--- src/rtl/io_stream_controller_if.sv ---
// Pin-side stream, memory-port and core-handshake bundle of io_stream_controller.
// The controller uses the master view; the pads, memories and core use the slave view.
interface io_stream_controller_if #(
   parameter int IN_WIDTH   = 16,
   parameter int OUT_WIDTH  = 8,
   parameter int WORD_WIDTH = 32,
   parameter int ADDR_WIDTH = 16
);
   logic [IN_WIDTH-1:0]   in_data;
   logic                  in_vld;
   logic                  in_rdy;
   logic [OUT_WIDTH-1:0]  out_data;
   logic                  out_vld;
   logic                  out_rdy;
   logic                  instr_wen;
   logic [ADDR_WIDTH-1:0] instr_wadr;
   logic [WORD_WIDTH-1:0] instr_wdata;
   logic                  data_wen;
   logic [ADDR_WIDTH-1:0] data_wadr;
   logic [WORD_WIDTH-1:0] data_wdata;
   logic                  data_ren;
   logic [ADDR_WIDTH-1:0] data_radr;
   logic [WORD_WIDTH-1:0] data_rdata;
   logic                  core_start;
   logic                  core_done;

   modport master (
      input  in_data, in_vld, out_rdy, data_rdata, core_done,
      output in_rdy, out_data, out_vld,
             instr_wen, instr_wadr, instr_wdata,
             data_wen, data_wadr, data_wdata,
             data_ren, data_radr, core_start
   );

   modport slave (
      output in_data, in_vld, out_rdy, data_rdata, core_done,
      input  in_rdy, out_data, out_vld,
             instr_wen, instr_wadr, instr_wdata,
             data_wen, data_wadr, data_wdata,
             data_ren, data_radr, core_start
   );
endinterface

--- src/rtl/io_stream_controller.sv ---
// Pad-side stream controller: loads header, instructions and input frames from narrow
// beats, starts the core, then streams result words back out as narrow beats.
module io_stream_controller #(
   parameter int IN_WIDTH    = 16,
   parameter int OUT_WIDTH   = 8,
   parameter int WORD_WIDTH  = 32,
   parameter int ADDR_WIDTH  = 16,
   parameter int NUM_CONFIGS = 5
) (
   input  logic                  clk,
   input  logic                  rst,
   input  logic                  reload,
   io_stream_controller_if.master io,
   output logic [ADDR_WIDTH-1:0] instr_max_wadr,
   output logic [ADDR_WIDTH-1:0] input_max_wadr,
   output logic [ADDR_WIDTH-1:0] input_wadr_offset,
   output logic [ADDR_WIDTH-1:0] output_max_adr,
   output logic [ADDR_WIDTH-1:0] output_adr_offset,
   output logic [15:0]           frame_cnt,
   output logic [2:0]            state
);
   localparam int BEATS_IN  = WORD_WIDTH / IN_WIDTH;
   localparam int BEATS_OUT = WORD_WIDTH / OUT_WIDTH;
   localparam int BI_W      = (BEATS_IN  > 1) ? $clog2(BEATS_IN)  : 1;
   localparam int BO_W      = (BEATS_OUT > 1) ? $clog2(BEATS_OUT) : 1;

   localparam logic [2:0] ST_CFG    = 3'd0;
   localparam logic [2:0] ST_INSTR  = 3'd1;
   localparam logic [2:0] ST_DATA   = 3'd2;
   localparam logic [2:0] ST_RUN    = 3'd3;
   localparam logic [2:0] ST_UNLOAD = 3'd4;

   // Header slots in arrival order.
   localparam int C_INSTR_MAX = 0;
   localparam int C_INPUT_MAX = 1;
   localparam int C_INPUT_OFF = 2;
   localparam int C_OUT_MAX   = 3;
   localparam int C_OUT_OFF   = 4;

   logic [2:0]            state_q, state_d;
   logic [ADDR_WIDTH-1:0] cfg_q [NUM_CONFIGS];
   logic [ADDR_WIDTH-1:0] cfg_d [NUM_CONFIGS];
   logic [2:0]            cfg_idx_q, cfg_idx_d;
   logic [BI_W-1:0]       ibeat_q, ibeat_d;
   logic [WORD_WIDTH-1:0] word_buf_q, word_buf_d;
   logic [ADDR_WIDTH-1:0] word_idx_q, word_idx_d;
   logic                  in_rdy_q, in_rdy_d;
   logic                  instr_wen_q, instr_wen_d;
   logic [ADDR_WIDTH-1:0] instr_wadr_q, instr_wadr_d;
   logic [WORD_WIDTH-1:0] instr_wdata_q, instr_wdata_d;
   logic                  data_wen_q, data_wen_d;
   logic [ADDR_WIDTH-1:0] data_wadr_q, data_wadr_d;
   logic [WORD_WIDTH-1:0] data_wdata_q, data_wdata_d;
   logic                  core_start_q, core_start_d;
   logic                  data_ren_q, data_ren_d;
   logic [ADDR_WIDTH-1:0] data_radr_q, data_radr_d;
   logic                  rd_pend_q, rd_pend_d;
   logic                  out_vld_q, out_vld_d;
   logic [WORD_WIDTH-1:0] out_shift_q, out_shift_d;
   logic [BO_W-1:0]       obeat_q, obeat_d;
   logic [15:0]           frame_cnt_q, frame_cnt_d;

   logic                  in_acc;
   logic                  out_acc;
   logic                  ibeat_last;
   logic                  obeat_last;
   logic [WORD_WIDTH-1:0] asm_word;

   assign in_acc     = io.in_vld && in_rdy_q;
   assign out_acc    = out_vld_q && io.out_rdy;
   assign ibeat_last = (ibeat_q == BI_W'(BEATS_IN - 1));
   assign obeat_last = (obeat_q == BO_W'(BEATS_OUT - 1));

   // Partial word with the current beat dropped into its slot, LSB beat first.
   always_comb begin
      asm_word = word_buf_q;
      for (int k = 0; k < BEATS_IN; k++) begin
         if (ibeat_q == BI_W'(k)) begin
            asm_word[k*IN_WIDTH +: IN_WIDTH] = io.in_data;
         end
      end
   end

   always_comb begin
      state_d       = state_q;
      cfg_d         = cfg_q;
      cfg_idx_d     = cfg_idx_q;
      ibeat_d       = ibeat_q;
      word_buf_d    = word_buf_q;
      word_idx_d    = word_idx_q;
      instr_wen_d   = 1'b0;
      instr_wadr_d  = instr_wadr_q;
      instr_wdata_d = instr_wdata_q;
      data_wen_d    = 1'b0;
      data_wadr_d   = data_wadr_q;
      data_wdata_d  = data_wdata_q;
      core_start_d  = 1'b0;
      data_ren_d    = 1'b0;
      data_radr_d   = data_radr_q;
      rd_pend_d     = data_ren_q;
      out_vld_d     = out_vld_q;
      out_shift_d   = out_shift_q;
      obeat_d       = obeat_q;
      frame_cnt_d   = frame_cnt_q;

      case (state_q)
         ST_CFG: begin
            if (in_acc) begin
               cfg_d[cfg_idx_q] = io.in_data[ADDR_WIDTH-1:0];
               if (cfg_idx_q == 3'(NUM_CONFIGS - 1)) begin
                  cfg_idx_d = 3'd0;
                  state_d   = ST_INSTR;
               end else begin
                  cfg_idx_d = cfg_idx_q + 3'd1;
               end
            end
         end
         ST_INSTR: begin
            if (in_acc) begin
               word_buf_d = asm_word;
               if (ibeat_last) begin
                  ibeat_d       = '0;
                  instr_wen_d   = 1'b1;
                  instr_wadr_d  = word_idx_q;
                  instr_wdata_d = asm_word;
                  if (word_idx_q == cfg_q[C_INSTR_MAX]) begin
                     word_idx_d = '0;
                     state_d    = ST_DATA;
                  end else begin
                     word_idx_d = word_idx_q + ADDR_WIDTH'(1);
                  end
               end else begin
                  ibeat_d = ibeat_q + BI_W'(1);
               end
            end
         end
         ST_DATA: begin
            if (in_acc) begin
               word_buf_d = asm_word;
               if (ibeat_last) begin
                  ibeat_d      = '0;
                  data_wen_d   = 1'b1;
                  data_wadr_d  = cfg_q[C_INPUT_OFF] + word_idx_q;
                  data_wdata_d = asm_word;
                  if (word_idx_q == cfg_q[C_INPUT_MAX]) begin
                     word_idx_d   = '0;
                     core_start_d = 1'b1;
                     state_d      = ST_RUN;
                  end else begin
                     word_idx_d = word_idx_q + ADDR_WIDTH'(1);
                  end
               end else begin
                  ibeat_d = ibeat_q + BI_W'(1);
               end
            end
         end
         ST_RUN: begin
            if (io.core_done) begin
               word_idx_d  = '0;
               data_ren_d  = 1'b1;
               data_radr_d = cfg_q[C_OUT_OFF];
               state_d     = ST_UNLOAD;
            end
         end
         ST_UNLOAD: begin
            // Read data arrives the cycle after data_ren; rd_pend marks that cycle.
            if (rd_pend_q) begin
               out_shift_d = io.data_rdata;
               out_vld_d   = 1'b1;
               obeat_d     = '0;
            end else if (out_acc) begin
               if (obeat_last) begin
                  out_vld_d = 1'b0;
                  obeat_d   = '0;
                  if (word_idx_q == cfg_q[C_OUT_MAX]) begin
                     word_idx_d  = '0;
                     frame_cnt_d = frame_cnt_q + 16'd1;
                     state_d     = ST_DATA;
                  end else begin
                     word_idx_d  = word_idx_q + ADDR_WIDTH'(1);
                     data_ren_d  = 1'b1;
                     data_radr_d = cfg_q[C_OUT_OFF] + word_idx_q + ADDR_WIDTH'(1);
                  end
               end else begin
                  out_shift_d = out_shift_q >> OUT_WIDTH;
                  obeat_d     = obeat_q + BO_W'(1);
               end
            end
         end
         default: state_d = ST_CFG;
      endcase

      in_rdy_d = (state_d == ST_CFG) || (state_d == ST_INSTR) || (state_d == ST_DATA);
   end

   // reload is a soft reset and clears exactly what rst clears.
   always_ff @(posedge clk) begin
      if (rst || reload) begin
         state_q       <= ST_CFG;
         for (int i = 0; i < NUM_CONFIGS; i++) begin
            cfg_q[i] <= '0;
         end
         cfg_idx_q     <= 3'd0;
         ibeat_q       <= '0;
         word_buf_q    <= '0;
         word_idx_q    <= '0;
         in_rdy_q      <= 1'b0;
         instr_wen_q   <= 1'b0;
         instr_wadr_q  <= '0;
         instr_wdata_q <= '0;
         data_wen_q    <= 1'b0;
         data_wadr_q   <= '0;
         data_wdata_q  <= '0;
         core_start_q  <= 1'b0;
         data_ren_q    <= 1'b0;
         data_radr_q   <= '0;
         rd_pend_q     <= 1'b0;
         out_vld_q     <= 1'b0;
         out_shift_q   <= '0;
         obeat_q       <= '0;
         frame_cnt_q   <= 16'd0;
      end else begin
         state_q       <= state_d;
         cfg_q         <= cfg_d;
         cfg_idx_q     <= cfg_idx_d;
         ibeat_q       <= ibeat_d;
         word_buf_q    <= word_buf_d;
         word_idx_q    <= word_idx_d;
         in_rdy_q      <= in_rdy_d;
         instr_wen_q   <= instr_wen_d;
         instr_wadr_q  <= instr_wadr_d;
         instr_wdata_q <= instr_wdata_d;
         data_wen_q    <= data_wen_d;
         data_wadr_q   <= data_wadr_d;
         data_wdata_q  <= data_wdata_d;
         core_start_q  <= core_start_d;
         data_ren_q    <= data_ren_d;
         data_radr_q   <= data_radr_d;
         rd_pend_q     <= rd_pend_d;
         out_vld_q     <= out_vld_d;
         out_shift_q   <= out_shift_d;
         obeat_q       <= obeat_d;
         frame_cnt_q   <= frame_cnt_d;
      end
   end

   assign io.in_rdy      = in_rdy_q;
   assign io.out_vld     = out_vld_q;
   assign io.out_data    = out_shift_q[OUT_WIDTH-1:0];
   assign io.instr_wen   = instr_wen_q;
   assign io.instr_wadr  = instr_wadr_q;
   assign io.instr_wdata = instr_wdata_q;
   assign io.data_wen    = data_wen_q;
   assign io.data_wadr   = data_wadr_q;
   assign io.data_wdata  = data_wdata_q;
   assign io.data_ren    = data_ren_q;
   assign io.data_radr   = data_radr_q;
   assign io.core_start  = core_start_q;

   assign instr_max_wadr    = cfg_q[C_INSTR_MAX];
   assign input_max_wadr    = cfg_q[C_INPUT_MAX];
   assign input_wadr_offset = cfg_q[C_INPUT_OFF];
   assign output_max_adr    = cfg_q[C_OUT_MAX];
   assign output_adr_offset = cfg_q[C_OUT_OFF];
   assign frame_cnt         = frame_cnt_q;
   assign state             = state_q;
endmodule

--- src/flat_wrapper.sv ---
// flat-port wrapper written by rule: the top's interface ports become plain ports
module io_stream_controller_flat 
#(
   parameter int IN_WIDTH    = 16,
   parameter int OUT_WIDTH   = 8,
   parameter int WORD_WIDTH  = 32,
   parameter int ADDR_WIDTH  = 16,
   parameter int NUM_CONFIGS = 5
)
  (clk, rst, reload, instr_max_wadr, input_max_wadr, input_wadr_offset, output_max_adr, output_adr_offset, frame_cnt, state, io_in_data, io_in_vld, io_out_rdy, io_data_rdata, io_core_done, io_in_rdy, io_out_data, io_out_vld, io_instr_wen, io_instr_wadr, io_instr_wdata, io_data_wen, io_data_wadr, io_data_wdata, io_data_ren, io_data_radr, io_core_start);
  io_stream_controller_if #(.IN_WIDTH(IN_WIDTH), .OUT_WIDTH(OUT_WIDTH), .WORD_WIDTH(WORD_WIDTH), .ADDR_WIDTH(ADDR_WIDTH)) io_i ();
  input  logic clk;
  input  logic rst;
  input  logic reload;
  output logic [ADDR_WIDTH-1:0] instr_max_wadr;
  output logic [ADDR_WIDTH-1:0] input_max_wadr;
  output logic [ADDR_WIDTH-1:0] input_wadr_offset;
  output logic [ADDR_WIDTH-1:0] output_max_adr;
  output logic [ADDR_WIDTH-1:0] output_adr_offset;
  output logic [15:0] frame_cnt;
  output logic [2:0] state;
  input wire logic [$bits(io_i.in_data)-1:0] io_in_data;
  input wire logic [$bits(io_i.in_vld)-1:0] io_in_vld;
  input wire logic [$bits(io_i.out_rdy)-1:0] io_out_rdy;
  input wire logic [$bits(io_i.data_rdata)-1:0] io_data_rdata;
  input wire logic [$bits(io_i.core_done)-1:0] io_core_done;
  output wire logic [$bits(io_i.in_rdy)-1:0] io_in_rdy;
  output wire logic [$bits(io_i.out_data)-1:0] io_out_data;
  output wire logic [$bits(io_i.out_vld)-1:0] io_out_vld;
  output wire logic [$bits(io_i.instr_wen)-1:0] io_instr_wen;
  output wire logic [$bits(io_i.instr_wadr)-1:0] io_instr_wadr;
  output wire logic [$bits(io_i.instr_wdata)-1:0] io_instr_wdata;
  output wire logic [$bits(io_i.data_wen)-1:0] io_data_wen;
  output wire logic [$bits(io_i.data_wadr)-1:0] io_data_wadr;
  output wire logic [$bits(io_i.data_wdata)-1:0] io_data_wdata;
  output wire logic [$bits(io_i.data_ren)-1:0] io_data_ren;
  output wire logic [$bits(io_i.data_radr)-1:0] io_data_radr;
  output wire logic [$bits(io_i.core_start)-1:0] io_core_start;
  assign io_i.in_data = io_in_data;
  assign io_i.in_vld = io_in_vld;
  assign io_i.out_rdy = io_out_rdy;
  assign io_i.data_rdata = io_data_rdata;
  assign io_i.core_done = io_core_done;
  assign io_in_rdy = io_i.in_rdy;
  assign io_out_data = io_i.out_data;
  assign io_out_vld = io_i.out_vld;
  assign io_instr_wen = io_i.instr_wen;
  assign io_instr_wadr = io_i.instr_wadr;
  assign io_instr_wdata = io_i.instr_wdata;
  assign io_data_wen = io_i.data_wen;
  assign io_data_wadr = io_i.data_wadr;
  assign io_data_wdata = io_i.data_wdata;
  assign io_data_ren = io_i.data_ren;
  assign io_data_radr = io_i.data_radr;
  assign io_core_start = io_i.core_start;
  io_stream_controller #(.IN_WIDTH(IN_WIDTH), .OUT_WIDTH(OUT_WIDTH), .WORD_WIDTH(WORD_WIDTH), .ADDR_WIDTH(ADDR_WIDTH), .NUM_CONFIGS(NUM_CONFIGS)) u_core (.clk(clk), .rst(rst), .reload(reload), .io(io_i), .instr_max_wadr(instr_max_wadr), .input_max_wadr(input_max_wadr), .input_wadr_offset(input_wadr_offset), .output_max_adr(output_max_adr), .output_adr_offset(output_adr_offset), .frame_cnt(frame_cnt), .state(state));
endmodule
--- config.mk ---
export PLATFORM = sky130hd
export DESIGN_NAME = io_stream_controller_flat
export DESIGN_NICKNAME = d
export VERILOG_FILES = /design/src/rtl/io_stream_controller_if.sv /design/src/rtl/io_stream_controller.sv /design/src/flat_wrapper.sv
export SDC_FILE = /design/constraint.sdc
export NUM_CORES = 1
export LEC_CHECK = 0
export CORE_MARGIN = 3
export CORE_UTILIZATION = 30
export DETAILED_ROUTE_END_ITERATION = 8
export PLACE_DENSITY = 0.53
export SYNTH_ARGS = -nofsm -noshare
export SYNTH_HDL_FRONTEND = slang
export SYNTH_SLANG_ARGS = --single-unit
--- constraint.sdc ---
create_clock -name clk -period 3.7 [get_ports clk]
set_clock_uncertainty 0.1 [all_clocks]
set_input_delay 0.74 -clock clk [delete_from_list [all_inputs] [get_ports clk]]
set_output_delay 0.74 -clock clk [all_outputs]
set_load 0.005 [all_outputs]
==> results by group, run 1 <==
Clock tree
  • Post-CTS setup repair buffer count: 0
  • Bufs on Longest Clock Path: 3
  • # H-tree levels: 2
  • Root Buffer: clkbuf_16
  • TritonCTS Buffers: 37
  • Clk_lat worst skew: 0.56 ns
  • Hold-fix buffer count after cts: 0
  • CTS resizes: 0
  • Clock tree from TritonCTS: done
  • Worst-path clk slew: 0.06 ns
  • Clk sink count: 304

Worst setup path
  • Crit-path slowest cell: dfxtp_1
  • Setup slack, reg-to-reg: 0.60 ns
  • Number of stages on the worst setup path: 12
  • Crit-path cells: inv_1, ha_1, inv_1, fa_1, a21oi_1, o211ai_1, or4_1, a41oi_1, nand2b_1, nor4_1, a21oi_1, a31oi_1
  • CP startpoint kind: flop
  • CP Launch Point: u_core.word_idx_q[0]
  • WP buf/inv: 2
  • Critical path's top delay family: compound AO/OA/AOI/OAI gates
  • Critical path endpoint category: flop
  • Req. time, crit path: 4.04 ns
  • CP max FO: 8
  • R2r startpoint: u_core.word_idx_q[0]
  • Worst reg-to-reg path cell count: 12
  • Slowest cell delay on critical path: 0.47 ns
  • CP Class: reg2reg
  • Critical Path AT: 3.44 ns

Logic synthesis
  • Primary FF master, synth: dfxtp_1
  • Synth warnings: 0
  • Register area share after synthesis: 44.37%
  • Cell Area, Synth: 0.01372 sq mm
  • Mapped Cells: 1617
  • Seq cells post-synth: 304
  • Synth unique cells: 69
  • Syn_nets: 1708
  • Async SR Flop Fraction: 0%
  • Post-Syn Area per Cell: 8.482 sq um
  • Number of flops mapped to enable cells by yosys: 0

Finish
  • Diodes inserted: 0
  • Area growth syn-to-layout: 33.45%
  • Fin area: 0.01830 sq mm
  • Fin nets: 1930
  • Share of cells above drive strength 1: 6.695%
  • Fill cells: 4534

Timing
  • Slew Limit Fails: 0
  • Max Clock Freq: 322.3 MHz
  • Final setup viols: 0
  • Relative slew slack: 39.22%
  • Minimum clock period: 3.102 ns
  • Slew @ Worst Pin: 0.9088 ns
  • Period utilization: 83.85%
  • Final hold slack: 0.3473 ns
  • Unrepaired setup endpoints after global routing: no
  • Hold Fails Final Rpt: 0
  • Setup Total Neg Slack: 0 ns
  • Final setup margin: 0.5977 ns

Detailed routing
  • Routed wire per std cell: 19.76 microns
  • DR vias: 12180
  • Vias per cell: 4.953
  • Iter 0 DRT Violations: 836
  • Routed WL: 48580 microns
  • Remaining antenna violation count: 0
  • Pre-antenna DRT Iters: 5
  • Drt drc: 0

Die
  • Die width: 219.8 microns
  • Initial core utilization: 30.68%
  • Rows: 77
  • I/O pin total: 279
  • Die height: 219.8 microns
  • Die area: 0.04832 sq mm
  • Core Region: 0.04470 sq mm

Worst hold path
  • Min-Delay Path Depth: 2
  • Worst Hold Class: reg2reg
  • Hold_sp: u_core.io.data_wadr[13]

Pwr
  • Sw frac: 22.04%
  • Total power: 0.007364 W
  • Cell-internal power: 0.005741 W
  • Switching pwr: 0.001623 W
  • Clk pwr share: 52.4%
  • Combinational share of power: 3.1%
  • Pwr per Cell Area: 402.3 mW/mm^2
  • Pleak: 6.310 nW
  • Reg power frac: 44.6%
  • Peak supply drop: 0.0002468 V

GRT
  • First-pass GRT wire length: 71680 microns
  • Largest net degree at the start of global routing: 157
  • All-layer global routing usage: 19.57%
  • Total congestion overflow: 0
  • Initial antenna violation count: 0
  • Number of global-route vias before repair: 11670

Placement
  • Area after DPL: 0.01701 sq mm
  • GPL Wtd Cong: 0.8305
  • Detailed Place HPWL: 33500 microns
  • Buffers on Ports: 278
  • Dpl ws: 0.4397 ns

Status
  • Outcome: finished clean

Job
  • Max-cap violation count: 0
==> worst register-to-register path: stages, from the launching register on <==
cell and delay, ns:
dfxtp_1 0.47, inv_1 0.17, ha_1 0.18, inv_1 0.06, fa_1 0.40, a21oi_1 0.22, o211ai_1 0.15, or4_1 0.47
a41oi_1 0.31, nand2b_1 0.16, nor4_1 0.05, a21oi_1 0.15, a31oi_1 0.09
==> cell usage in the layout, fill, tap and decap left out, drive strengths merged, types with 35 or more instances in the layout <==
master | Yosys | final
dfxtp | 304 | 304
xnor2 | 37 | 37
clkbuf | 93 | 55
a21oi | 148 | 148
nand2 | 267 | 267
nor2 | 212 | 212
mux2i | 92 | 92
a211oi | 96 | 96
xor2 | 55 | 55
clkdlybuf4s50 | 0 | 278
ha | 35 | 35
buf | 41 | 39
==> path summary, 6_finish.rpt <==
kind / to
worst min-delay path: u_core.io.data_wadr[13]
worst max-delay path: u_core.io.data_radr[12]
worst max register to register: u_core.io.data_radr[12]
worst min register to register: u_core.io.data_wadr[13]
==> sequential cells by signal, summed over array words and instances (netlist names), 2 cells and up <==
register and count:
u_core.cfg_idx_q 3, u_core.frame_cnt 16, u_core.input_max_wadr 16, u_core.input_wadr_offset 16, u_core.instr_max_wadr 16, u_core.io.data_radr 16
u_core.io.data_wadr 16, u_core.io.data_wdata 32, u_core.io.instr_wadr 16, u_core.io.instr_wdata 32, u_core.obeat_q 2, u_core.out_shift_q 32
u_core.output_adr_offset 16, u_core.output_max_adr 16, u_core.state 3, u_core.word_buf_q 32, u_core.word_idx_q 16
==> through the flow <==
step / cells / util (%)
global route: 2459 / 40.95
global placement: 2392 / 38.05
CTS: 2459 / 40.95
detailed placement: 2392 / 38.05
finish: 2459 / 40.95
floorplan: 1617 / -
==> routing by layer <==
| metal | part of all wire [%] | vias to the layer above | global-route usage (%) |
|---|---|---|---|
| met5 | 0 | - | 0 |
| met4 | 2.9 | 0 | 6.353 |
| met3 | 6.2 | 67 | 4.178 |
| met2 | 46 | 319 | 32.28 |
| met1 | 45 | 5784 | 25.55 |
| li1 | - | 6010 | - |
==> layout make-up <==
cell class / instances / area (sq um) / share of cell area, %
sequential: 304 / 6087 / 33.26
timing repair buffer: 317 / 3126 / 17.08
inverter: 17 / 63.81 / 0.3486
multi-input combinational: 1162 / 6994 / 38.21
clock buffer: 55 / 1126 / 6.152
tap: 592 / 740.7 / 4.047
clock inverter: 12 / 166.4 / 0.9092
==> cells in the mapped netlist (all sizes together) (3+ instances only) <==
master | n | area (sq um)
o211ai | 3 | 22.52
a22oi | 9 | 67.56
ha | 35 | 437.9
nand3b | 3 | 22.52
nand4 | 15 | 115.1
nand3 | 29 | 157.7
nor2b | 10 | 62.56
nor3b | 4 | 35.03
or4 | 3 | 22.52
xnor2 | 37 | 324.1
nand2b | 6 | 37.54
or3 | 9 | 56.30
mux2i | 92 | 920.9
a211oi | 96 | 720.7
buf | 41 | 247.7
and2 | 3 | 18.77
a21o | 5 | 37.54
a311oi | 4 | 41.29
dfxtp | 304 | 6086
nor2 | 212 | 814.5
inv | 17 | 63.81
a31oi | 8 | 50.05
and3 | 13 | 82.58
clkbuf | 93 | 349.1
o21a | 8 | 60.06
nor4 | 15 | 127.6
xor2 | 55 | 481.7
a21oi | 148 | 740.7
nor3 | 14 | 80.08
o21ai | 33 | 168.9
nand2 | 267 | 1002
==> cells by family (layout without fill, tap and decap cells) <==
group | after synthesis | in the layout | share of synthesized area, %
muxes | 92 | 92 | 6.714
buffers and inverters | 151 | 401 | 4.817
xor gates and xnor gates | 92 | 92 | 5.875
AOI/OAI and AO/OA | 331 | 331 | 15.12
adders and majority gates | 37 | 37 | 3.485
DFF | 304 | 304 | 44.37
and+or+nand+nor | 610 | 610 | 19.62
==> power groups by stage <==
stage          registers (W)  clock network [W]   logic, W
4_1_cts              0.00328            0.00397   0.000232
6_report             0.00328            0.00386   0.000227
3_5_place_dp         0.00335                  0   0.000231
5_1_grt              0.00328            0.00407   0.000242
3_3_place_gp         0.00335                  0   0.000231
2_1_floorplan        0.00335                  0  0.0000937
(Power assumes the default switching activity.)
==> inputs of run 2 (changes only) <==
--- a/config.mk
+++ b/config.mk
@@ -8,7 +8,7 @@
 export CORE_MARGIN = 3
 export CORE_UTILIZATION = 30
 export DETAILED_ROUTE_END_ITERATION = 8
-export PLACE_DENSITY = 0.53
+export PLACE_DENSITY = 0.55
 export SYNTH_ARGS = -nofsm -noshare
 export SYNTH_HDL_FRONTEND = slang
 export SYNTH_SLANG_ARGS = --single-unit
==> constraint.sdc (replaced) <==
create_clock -name clk -period 2.6 [get_ports clk]
set_clock_uncertainty 0.1 [all_clocks]
set_input_delay 0.52 -clock clk [delete_from_list [all_inputs] [get_ports clk]]
set_output_delay 0.52 -clock clk [all_outputs]
set_load 0.005 [all_outputs]
==> run 2 against run 1 <==
  * Sequential cell count is the same
  * Via count grew 2.9%
  * Clock-buffer cell count shrank 3
  * Routed wire length grew 1.8%
  * Global-route usage grew 0.17 points
  * Combinational power grew 61%
  * Die area is the same
  * Utilization grew 2.1 points
  * Register-to-register slack lost 0.54 ns
  * Critical path depth is the same
  * Power grew 46%
  * Sequential power grew 42%
==> results by group, run 2 (synthesis gave the netlist of run 1 again) <==
Worst setup path
  • CP Launch Point: u_core.word_idx_q[0]
  • R2r startpoint: u_core.word_idx_q[0]
  • Crit-path slowest cell: or4_4
  • Req. time, crit path: 2.93 ns (-1.11 ns)
  • Critical path endpoint category: flop
  • WP buf/inv: 2 (unchanged)
  • Slowest cell delay on critical path: 0.46 ns (about the same)
  • Critical Path AT: 2.87 ns (-0.57 ns)
  • CP startpoint kind: flop
  • Crit-path cells: inv_4, ha_4, inv_2, fa_2, a21oi_2, o211ai_1, or4_4, a41oi_4, nand2b_4, nor4_1, a21oi_1, a31oi_1
  • CP Class: reg2reg
  • CP max FO: 2 (-6)
  • Critical path's top delay family: compound AO/OA/AOI/OAI gates

Timing
  • Final hold slack: 0.3553 ns (+0.007965 ns)
  • Period utilization: 97.73% (+14 points)
  • Relative slew slack: 49.09% (+9.9 points)
  • Max Clock Freq: 393.5 MHz (+22%)
  • Hold Fails Final Rpt: 0 (unchanged)
  • Slew Limit Fails: 0 (unchanged)
  • Slew @ Worst Pin: 0.7557 ns (-0.1532 ns)
  • Minimum clock period: 2.541 ns (-0.5613 ns)
  • Unrepaired setup endpoints after global routing: yes
  • Final setup viols: 0 (unchanged)

Worst hold path
  • Hold_sp: u_core.io.data_wadr[3]
  • Worst Hold Class: reg2reg

Detailed routing
  • Iter 0 DRT Violations: 797 (-4.7%)
  • Routed wire per std cell: 19.44 microns (-1.6%)
  • DR vias: 12530 (+2.9%)
  • Vias per cell: 4.926 (-0.56%)
  • Pre-antenna DRT Iters: 5 (unchanged)
  • Routed WL: 49460 microns (+1.8%)
  • Remaining antenna violation count: 0 (unchanged)
  • Drt drc: 0 (unchanged)

Placement
  • Area after DPL: 0.01776 sq mm (+4.4%)
  • Detailed Place HPWL: 36140 microns (+7.9%)
  • GPL Wtd Cong: 0.8734 (+5.2%)
  • Buffers on Ports: 278 (unchanged)

GRT
  • First-pass GRT wire length: 72200 microns (+0.73%)
  • Initial antenna violation count: 0 (unchanged)
  • Number of global-route vias before repair: 11770 (+0.85%)
  • Met3 usage: 4.868% (+0.69 points)
  • Met1 usage: 26.24% (+0.69 points)
  • Total congestion overflow: 0 (unchanged)
  • Global routing's busiest layer: met2
  • Met2 Use GR: 32.27% (about the same)
  • All-layer global routing usage: 19.74% (+0.17 points)
  • Largest net degree at the start of global routing: 84 (-46%)

Die
  • Die width: 219.8 microns (unchanged)
  • Initial core utilization: 30.68% (unchanged)
  • Core Region: 0.04470 sq mm (unchanged)
  • Rows: 77 (unchanged)
  • I/O pin total: 279 (unchanged)
  • Die area: 0.04832 sq mm (unchanged)
  • Die height: 219.8 microns (unchanged)

Clock tree
  • Bufs on Longest Clock Path: 3 (unchanged)
  • TritonCTS Buffers: 37 (unchanged)
  • Root Buffer: clkbuf_16
  • Clock tree from TritonCTS: done
  • Worst-path clk slew: 0.06 ns (about the same)
  • Clk sink count: 304 (unchanged)
  • Clk_lat worst skew: 0.55 ns (about the same)
  • # H-tree levels: 2 (unchanged)

Finish
  • Diodes inserted: 0 (unchanged)
  • Fin nets: 2015 (+4.4%)
  • Commonest non-fill, non-tap cell in the layout: dfxtp_1
  • Fin area: 0.01925 sq mm (+5.2%)
  • Area growth syn-to-layout: 40.33%
  • Fill cells: 4486 (-1.1%)
  • Multi-input logic area: 0.007086 sq mm (+1.3%)
  • Share of cells above drive strength 1: 12.09% (+5.4 points)
  • Reg area: 0.006103 sq mm (+0.27%)
  • Most frequent cells in the layout: 294 x dfxtp_1, 278 x clkdlybuf4s50_1, 267 x nand2_1, 209 x nor2_1, 145 x a21oi_1

Job
  • Max-cap violation count: 0 (unchanged)

Pwr
  • Pleak: 6.797 nW (+7.7%)
  • Total power: 0.01072 W (+46%)
  • Pwr per Cell Area: 556.9 mW/mm^2 (+38%)
  • Peak supply drop: 0.0003342 V (+35%)

Status
  • Outcome: finished clean
-- run 2: report_power, final --
| part | total (W) | switching, W | internal [W] | leakage (nW) |
|---|---|---|---|---|
| Sequential | 0.00467 | 0.00000659 | 0.00466 | 2.45 |
| Combinational | 0.000365 | 0.000219 | 0.000146 | 3.69 |
| Clock | 0.00569 | 0.00208 | 0.00361 | 0.652 |
-- run 2: final cells by class --
type	instances	area share, %
clock buffers	52	5.636
clock inverters	15	1.359
inverters	17	0.3445
multi-input cells	1162	36.81
flip-flops and latches	304	31.71
well taps	592	3.848
repair buffers	402	20.29
-- run 2: final timing paths --
kind | slack, ns | to | cells past startpoint
hold reg to reg | 0.36 | u_core.io.data_wadr[3] | 2
hold / removal | 0.36 | u_core.io.data_wadr[3] | 2
setup / recovery | 0.06 | u_core.io.data_radr[12] | 12
setup reg to reg | 0.06 | u_core.io.data_radr[12] | 12
-- run 2: layer usage --
| metal | routed length [microns] | share of wire, % | up-vias |
|---|---|---|---|
| met5 | 0 | 0 | - |
| met4 | 1056 | 2.1 | 0 |
| met3 | 3577 | 7.2 | 64 |
| met2 | 22840 | 46 | 356 |
| met1 | 21990 | 44 | 5937 |
| li1 | - | - | 6174 |
-- run 2: stage by stage --
step                      utilization, %  worst slack, ns  instances  setup TNS (ns)
final                              43.06          0.05897       2544               0
after global routing               43.06         -0.04150       2544         -0.1235
after CTS                          42.75         0.004230       2539               0
after detailed placement           39.74         -0.07163       2472         -0.2556
after global placement             39.74         -0.03161       2472        -0.06781
after floorplan                        -          0.04968       1617               0
-- run 2: repair_timing --
item / in CTS / in global routing
endpoints found under the setup margin: 0 / 33
gates resized for setup: 0 / 31
setup buffers: 0 / 5
hold buffers: 0 / 0
-- run 2: tightest hold or removal path: cells and delay by family (launching register included) --
family / cells / cell delay, ns
flip-flops: 1 / 0.31
AND/OR/NAND/NOR: 1 / 0.05
AO/OA/AOI/OAI: 1 / 0.05
